File: src/rtl/ppu_2007_ctrl.sv
// ppu_2007_ctrl
// CPU-side sequencer for PPU VRAM access through $2006/$2007.
// Owns the VRAM address v, the temporary address t, the shared write toggle w
// and the $2007 read buffer. Each $2007 access runs IDLE -> WAIT -> ACCESS ->
// HOLD. WAIT holds off the CHR-SRAM visit window until the renderer leaves a
// pattern-table slot free. Nametable and palette addresses (v[13]=1) never wait.
//
// Ports
//   i_cpu_clk, i_cpu_rstn      clock, synchronous active-low reset
//   i_reg_sel/wr/rd/wdata      CPU register decode ($2000+sel)
//   o_reg_rdata                $2007 read data, 0 when i_reg_sel != 7
//   i_inc32                    PPUCTRL increment select (32 or 1)
//   i_pt_slot_free             renderer is not using CHR-SRAM this cycle
//   o_vram_addr/we/wdata       VRAM configuration port
//   i_vram_rdata               VRAM read data, one cycle after the address
//   o_2007_visit               config port owns CHR-SRAM (ACCESS and HOLD)
//   o_busy                     a $2007 sequence is in flight
//   o_overrun                  registered pulse: $2006/$2007 access dropped
//
// Strobe semantics: i_reg_wr / i_reg_rd are single-cycle qualifiers with no
// ready return. The block acts on any strobe it sees. A $2006/$2007 strobe that
// arrives while o_busy is high is discarded and reported on o_overrun in the
// next cycle. $2002 reads and $2005 writes always act on the toggle.
module ppu_2007_ctrl (
  input  logic        i_cpu_clk,
  input  logic        i_cpu_rstn,
  input  logic [2:0]  i_reg_sel,
  input  logic        i_reg_wr,
  input  logic        i_reg_rd,
  input  logic [7:0]  i_reg_wdata,
  output logic [7:0]  o_reg_rdata,
  input  logic        i_inc32,
  input  logic        i_pt_slot_free,
  output logic [15:0] o_vram_addr,
  output logic        o_vram_we,
  output logic [7:0]  o_vram_wdata,
  input  logic [7:0]  i_vram_rdata,
  output logic        o_2007_visit,
  output logic        o_busy,
  output logic        o_overrun
);

  typedef enum logic [1:0] {
    ST_IDLE   = 2'd0,
    ST_WAIT   = 2'd1,
    ST_ACCESS = 2'd2,
    ST_HOLD   = 2'd3
  } state_t;

  state_t      state_q, state_d;
  logic [13:0] v_q, v_d;
  logic [13:0] t_q, t_d;
  logic        w_q, w_d;
  logic [7:0]  rbuf_q, rbuf_d;
  logic [7:0]  wdata_q, wdata_d;
  logic        op_rd_q, op_rd_d;
  logic        overrun_q, overrun_d;

  logic rd_2002, wr_2005, wr_2006, acc_2007;
  logic busy;
  logic v_is_pal;

  assign rd_2002  = i_reg_rd && (i_reg_sel == 3'd2);
  assign wr_2005  = i_reg_wr && (i_reg_sel == 3'd5);
  assign wr_2006  = i_reg_wr && (i_reg_sel == 3'd6);
  assign acc_2007 = (i_reg_wr || i_reg_rd) && (i_reg_sel == 3'd7);
  assign busy     = (state_q != ST_IDLE);
  assign v_is_pal = (v_q[13:8] == 6'h3F);

  always_ff @(posedge i_cpu_clk) begin
    if (!i_cpu_rstn) begin
      state_q   <= ST_IDLE;
      v_q       <= 14'h0000;
      t_q       <= 14'h0000;
      w_q       <= 1'b0;
      rbuf_q    <= 8'h00;
      wdata_q   <= 8'h00;
      op_rd_q   <= 1'b0;
      overrun_q <= 1'b0;
    end else begin
      state_q   <= state_d;
      v_q       <= v_d;
      t_q       <= t_d;
      w_q       <= w_d;
      rbuf_q    <= rbuf_d;
      wdata_q   <= wdata_d;
      op_rd_q   <= op_rd_d;
      overrun_q <= overrun_d;
    end
  end

  always_comb begin
    state_d   = state_q;
    v_d       = v_q;
    t_d       = t_q;
    w_d       = w_q;
    rbuf_d    = rbuf_q;
    wdata_d   = wdata_q;
    op_rd_d   = op_rd_q;
    overrun_d = busy && (wr_2006 || acc_2007);

    // Toggle maintenance is independent of the sequencer.
    if (rd_2002) w_d = 1'b0;
    if (wr_2005) w_d = ~w_q;

    // $2006 is blocked while busy so v never moves under a live access.
    if (wr_2006 && !busy) begin
      if (!w_q) begin
        t_d[13:8] = i_reg_wdata[5:0];
        w_d       = 1'b1;
      end else begin
        t_d[7:0] = i_reg_wdata;
        v_d      = {t_q[13:8], i_reg_wdata};
        w_d      = 1'b0;
      end
    end

    case (state_q)
      ST_IDLE: begin
        if (acc_2007) begin
          op_rd_d = !i_reg_wr;
          wdata_d = i_reg_wr ? i_reg_wdata : 8'h00;
          state_d = ST_WAIT;
        end
      end
      ST_WAIT: begin
        // Nametable/palette space is not shared with the renderer's CHR slots.
        if (v_q[13] || i_pt_slot_free) state_d = ST_ACCESS;
      end
      ST_ACCESS: state_d = ST_HOLD;
      ST_HOLD: begin
        if (op_rd_q) rbuf_d = i_vram_rdata;
        v_d     = v_q + (i_inc32 ? 14'd32 : 14'd1);
        state_d = ST_IDLE;
      end
      default: state_d = ST_IDLE;
    endcase
  end

  // Palette reads refill the buffer from the nametable mirrored underneath.
  always_comb begin
    o_vram_addr = {2'b00, v_q};
    if (op_rd_q && v_is_pal && (state_q == ST_ACCESS || state_q == ST_HOLD))
      o_vram_addr = {2'b00, v_q & 14'h2FFF};
  end

  assign o_vram_we    = (state_q == ST_ACCESS) && !op_rd_q;
  assign o_vram_wdata = o_vram_we ? wdata_q : 8'h00;
  assign o_2007_visit = (state_q == ST_ACCESS) || (state_q == ST_HOLD);
  assign o_busy       = busy;
  assign o_overrun    = overrun_q;

  // Palette data comes straight from VRAM. Everything else returns the
  // buffered byte from the previous read.
  always_comb begin
    o_reg_rdata = 8'h00;
    if (i_reg_sel == 3'd7) o_reg_rdata = v_is_pal ? i_vram_rdata : rbuf_q;
  end

endmodule

File: config.mk
export PLATFORM = sky130hd
export DESIGN_NAME = ppu_2007_ctrl
export DESIGN_NICKNAME = d
export VERILOG_FILES = /design/src/rtl/ppu_2007_ctrl.sv
export SDC_FILE = /design/constraint.sdc
export NUM_CORES = 1
export LEC_CHECK = 0
export BUFFER_PORTS_ARGS = -buffer_cell sky130_fd_sc_hd__buf_2
export CAP_MARGIN = 40
export CORE_UTILIZATION = 25
export CTS_BUF_LIST = sky130_fd_sc_hd__clkbuf_4
export DETAILED_ROUTE_END_ITERATION = 7
export GPL_TIMING_DRIVEN = 0
export PLACE_DENSITY = 0.51
export REMOVE_ABC_BUFFERS = 1
export SKIP_CTS_REPAIR_TIMING = 1
export SYNTH_ARGS = -nofsm -noshare
export SYNTH_HDL_FRONTEND = slang
export SYNTH_SLANG_ARGS = --single-unit
File: constraint.sdc
create_clock -name i_cpu_clk -period 4.8 [get_ports i_cpu_clk]
set_input_delay 0.72 -clock i_cpu_clk [delete_from_list [all_inputs] [get_ports i_cpu_clk]]
set_output_delay 0.72 -clock i_cpu_clk [all_outputs]
set_load 0.02 [all_outputs]
==> impl_results.md <==
* Status: complete, no violations
* GRT overflow at 0
* Layout cell share with drive strength beyond 1 at 23.4%
* Vias in the first global route at a little over 2000
* Most common cell after layout, fill and taps aside: buf_2
* Yosys cell types at between 40 and 50
* Clk_lat worst skew at between 0.3 and 0.4 ns
* Tmin final at 2.90 ns
* Predominant post-synthesis flop cell: dfxtp_1
* Boundary Pins at 61
* TritonCTS clock tree: done
* Largest net degree at the start of global routing at 22
* Worst-path cell chain: and3_1 > nand4_1 > mux2i_1 > nor2_1 > buf_2
* PwrDens at 287 mW/mm^2
* Top delay family on crit path: simple AND/OR/NAND/NOR gates
* DIE WIDTH at 98.6 um
* CP endpoint kind: primary output
* Worst-Margin Slew at between 0.7 and 0.8 ns
* Port Buf Inserts at 58
* Fillers at 968
* Yosys reg bits at 41
* Max Slew Vio Count at 0
* Total CTS buffers at 5
* Clk buf depth at 2
* Routed vias at 2192
* Sink Count at 41
* Final hold violations at 0
* Starting Density at around a quarter
* CP Depth at 5
* Synth area leaders: dfxtp_1, mux2i_1, a21oi_1
* Leakage power at 1.09 nW
* Buf+Inv Stages, Crit Path at 1
* First-pass GRT wire length at 10.7 mm
* Critical path origin: v_q[8]$_SDFFE_PN0P_
* Sequential fraction of the synthesis area at 35.2%
* H-tree Lvls at 2
* Syn avg cell area at 8.04 sq um
* Synth area leader: dfxtp_1
* Design area at 0.00273 sq mm
* Hold WC Path Type: register to register
* Achievable Freq at 344 MHz
* Final Setup Violations at 0
* Period utilisation layout at 60.5%
* Slew headroom at 51.9%
* Clock slew at reported path FFs at approximately 0.13 ns
* Worst Reg-to-Reg Cells at 6
* RSZ-0062 raised after global routing: false
* Crit Path Max Fanout at 9
* Root buf cell: clkbuf_4
* Die area at around 0.01 sq mm
* DRT Pass-1 Iters at 4
* Cells after synthesis at just under 300
* Drt wl/cell at 14.8 um
* Final wirelength at roughly 6.5 mm
* Antenna viol nets, final at 0
* Syn Std Cell Area at about 0.0023 sq mm
* First DRT Iteration DRCs at ~130
* Residual DRC count at 0
* Num rows at 34
* Ys Warns at 0
* Avg Vias per Cell at ~5
* Nets at 360
* RR Startpoint: state_q[1]$_SDFFE_PN0P_
* Area of the core at 0.00889 sq mm
* Synth top area share at 35.2%
* Sum Neg Setup Slack at 0 ns
* Slowest stage delay, CP at 0.54 ns
* Most frequent cells in the layout: buf_2, dfxtp_1, nand2_1, nor2_1, a21oi_1
* CP required at 4.08 ns
* # diodes at 0
* Placed Area at 0.00265 sq mm
* Worst Path Arrival at 2.18 ns
* CP Class: register to primary output
* R2R setup slack at 2.55 ns
* Reg2reg end: v_q[8]$_SDFFE_PN0P_
* Initial antenna violation count at 0
* Max_cap viols at 0
* Slowest cell on crit path: nand4_1
* Clk_skew at about 0.013 ns
* Placer Congestion at 0.748
* Finished Core Util at 30.7%
* Overall routing resource usage at 13.9%
* Async set-reset flop share out of synthesis at 0%
* Post-synth EDFFs at 0
* End of the critical path: o_reg_rdata[6]
* Worst VDD drop at between 0.15 and 0.2 mV
* CP Launch Type: register
* Die Ht at 98.6 um
* Post-detail-place hpwl at 4.69 mm
* Area growth syn-to-layout at 17.1%
Yosys cell counts, types with 3 or more instances:
cell type	instances
a211oi_1	3
or3_1	4
nor3_1	4
ha_1	7
nand4_1	11
nand2_1	33
a311oi_1	4
buf_4	15
and3_1	3
o21ai_0	8
inv_1	8
or4_1	3
a31oi_1	6
nand3_1	15
o311ai_0	3
mux2i_1	15
nor2_1	26
and2_1	8
a21oi_1	26
clkbuf_1	14
dfxtp_1	41
worst min path at each step:
| stage | startpoint | endpoint | slack (ns) | cells after the start |
|---|---|---|---|---|
| final | wdata_q[3]$_SDFFE_PN0P_ | wdata_q[3]$_SDFFE_PN0P_ | 0.46 | 2 |
| after global routing | wdata_q[6]$_SDFFE_PN0P_ | wdata_q[6]$_SDFFE_PN0P_ | 0.48 | 2 |
| after CTS | wdata_q[1]$_SDFFE_PN0P_ | wdata_q[1]$_SDFFE_PN0P_ | 0.46 | 2 |
| after detailed placement | wdata_q[1]$_SDFFE_PN0P_ | wdata_q[1]$_SDFFE_PN0P_ | 0.44 | 2 |
| after global placement | wdata_q[4]$_SDFFE_PN0P_ | wdata_q[4]$_SDFFE_PN0P_ | 0.44 | 2 |
| after floorplan | wdata_q[0]$_SDFFE_PN0P_ | wdata_q[0]$_SDFFE_PN0P_ | 0.43 | 2 |
per-stage QoR:
step | total power [W] | hold slack (ns) | instances | setup slack, ns
after floorplan | 0.000482 | 0.427 | 261 | 2.41
after global routing | 0.000826 | 0.483 | 437 | 1.66
final | 0.000782 | 0.461 | 437 | 1.90
after global placement | 0.000541 | 0.436 | 427 | 2.08
after CTS | 0.000791 | 0.464 | 437 | 1.84
after detailed placement | 0.000547 | 0.443 | 429 | 2.25
metal layers:
layer | track usage [%] | up-vias | wire (um)
met2 | 22.1 | 63 | 2870
met1 | 19.1 | 1024 | 3240
li1 | - | 1101 | -
met4 | 3.10 | 0 | 46
met5 | 0 | - | 0
met3 | 3.19 | 4 | 309
report_power, final:
group | switching [W] | internal (W)
logic | 0.000111 | 0.0000591
registers | 0.0000143 | 0.000354
clock network | 0.000127 | 0.000117
sequential cells by signal, indices dropped and copies added (netlist names):
signal     flops
o_overrun      1
op_rd_q        1
rbuf_q         8
state_q        2
t_q            6
v_q           14
w_q            1
wdata_q        8
layout make-up:
cell class,count,area [sq um],share of cell area [%]
clock buffer,6,45.0,1.65
inverter,8,30.0,1.10
multi-input combinational,212,1320,48.2
timing repair buffer,60,345,12.6
tap,108,135,4.95
clock inverter,2,38.8,1.42
sequential,41,821,30.1
cells by family (layout without fill, tap and decap cells):
group,after synthesis,in the layout,synth area share [%]
compound gates,65,65,18.5
xor+xnor,1,1,0.376
fa+ha+maj,7,7,3.76
buf+inv,38,76,8.58
flops,41,41,35.2
mux,16,16,6.92
other cells,1,2,0.161
simple gates,121,121,26.6
worst register-to-register path, stage by stage (launching register included):
cell	delay (ns)
dfxtp_1	0.37
inv_1	0.09
ha_1	0.48
nand3b_1	0.32
nor3_2	0.55
a22oi_1	0.18
a31oi_1	0.19
No activity file was read; power rests on OpenSTA's default activity.
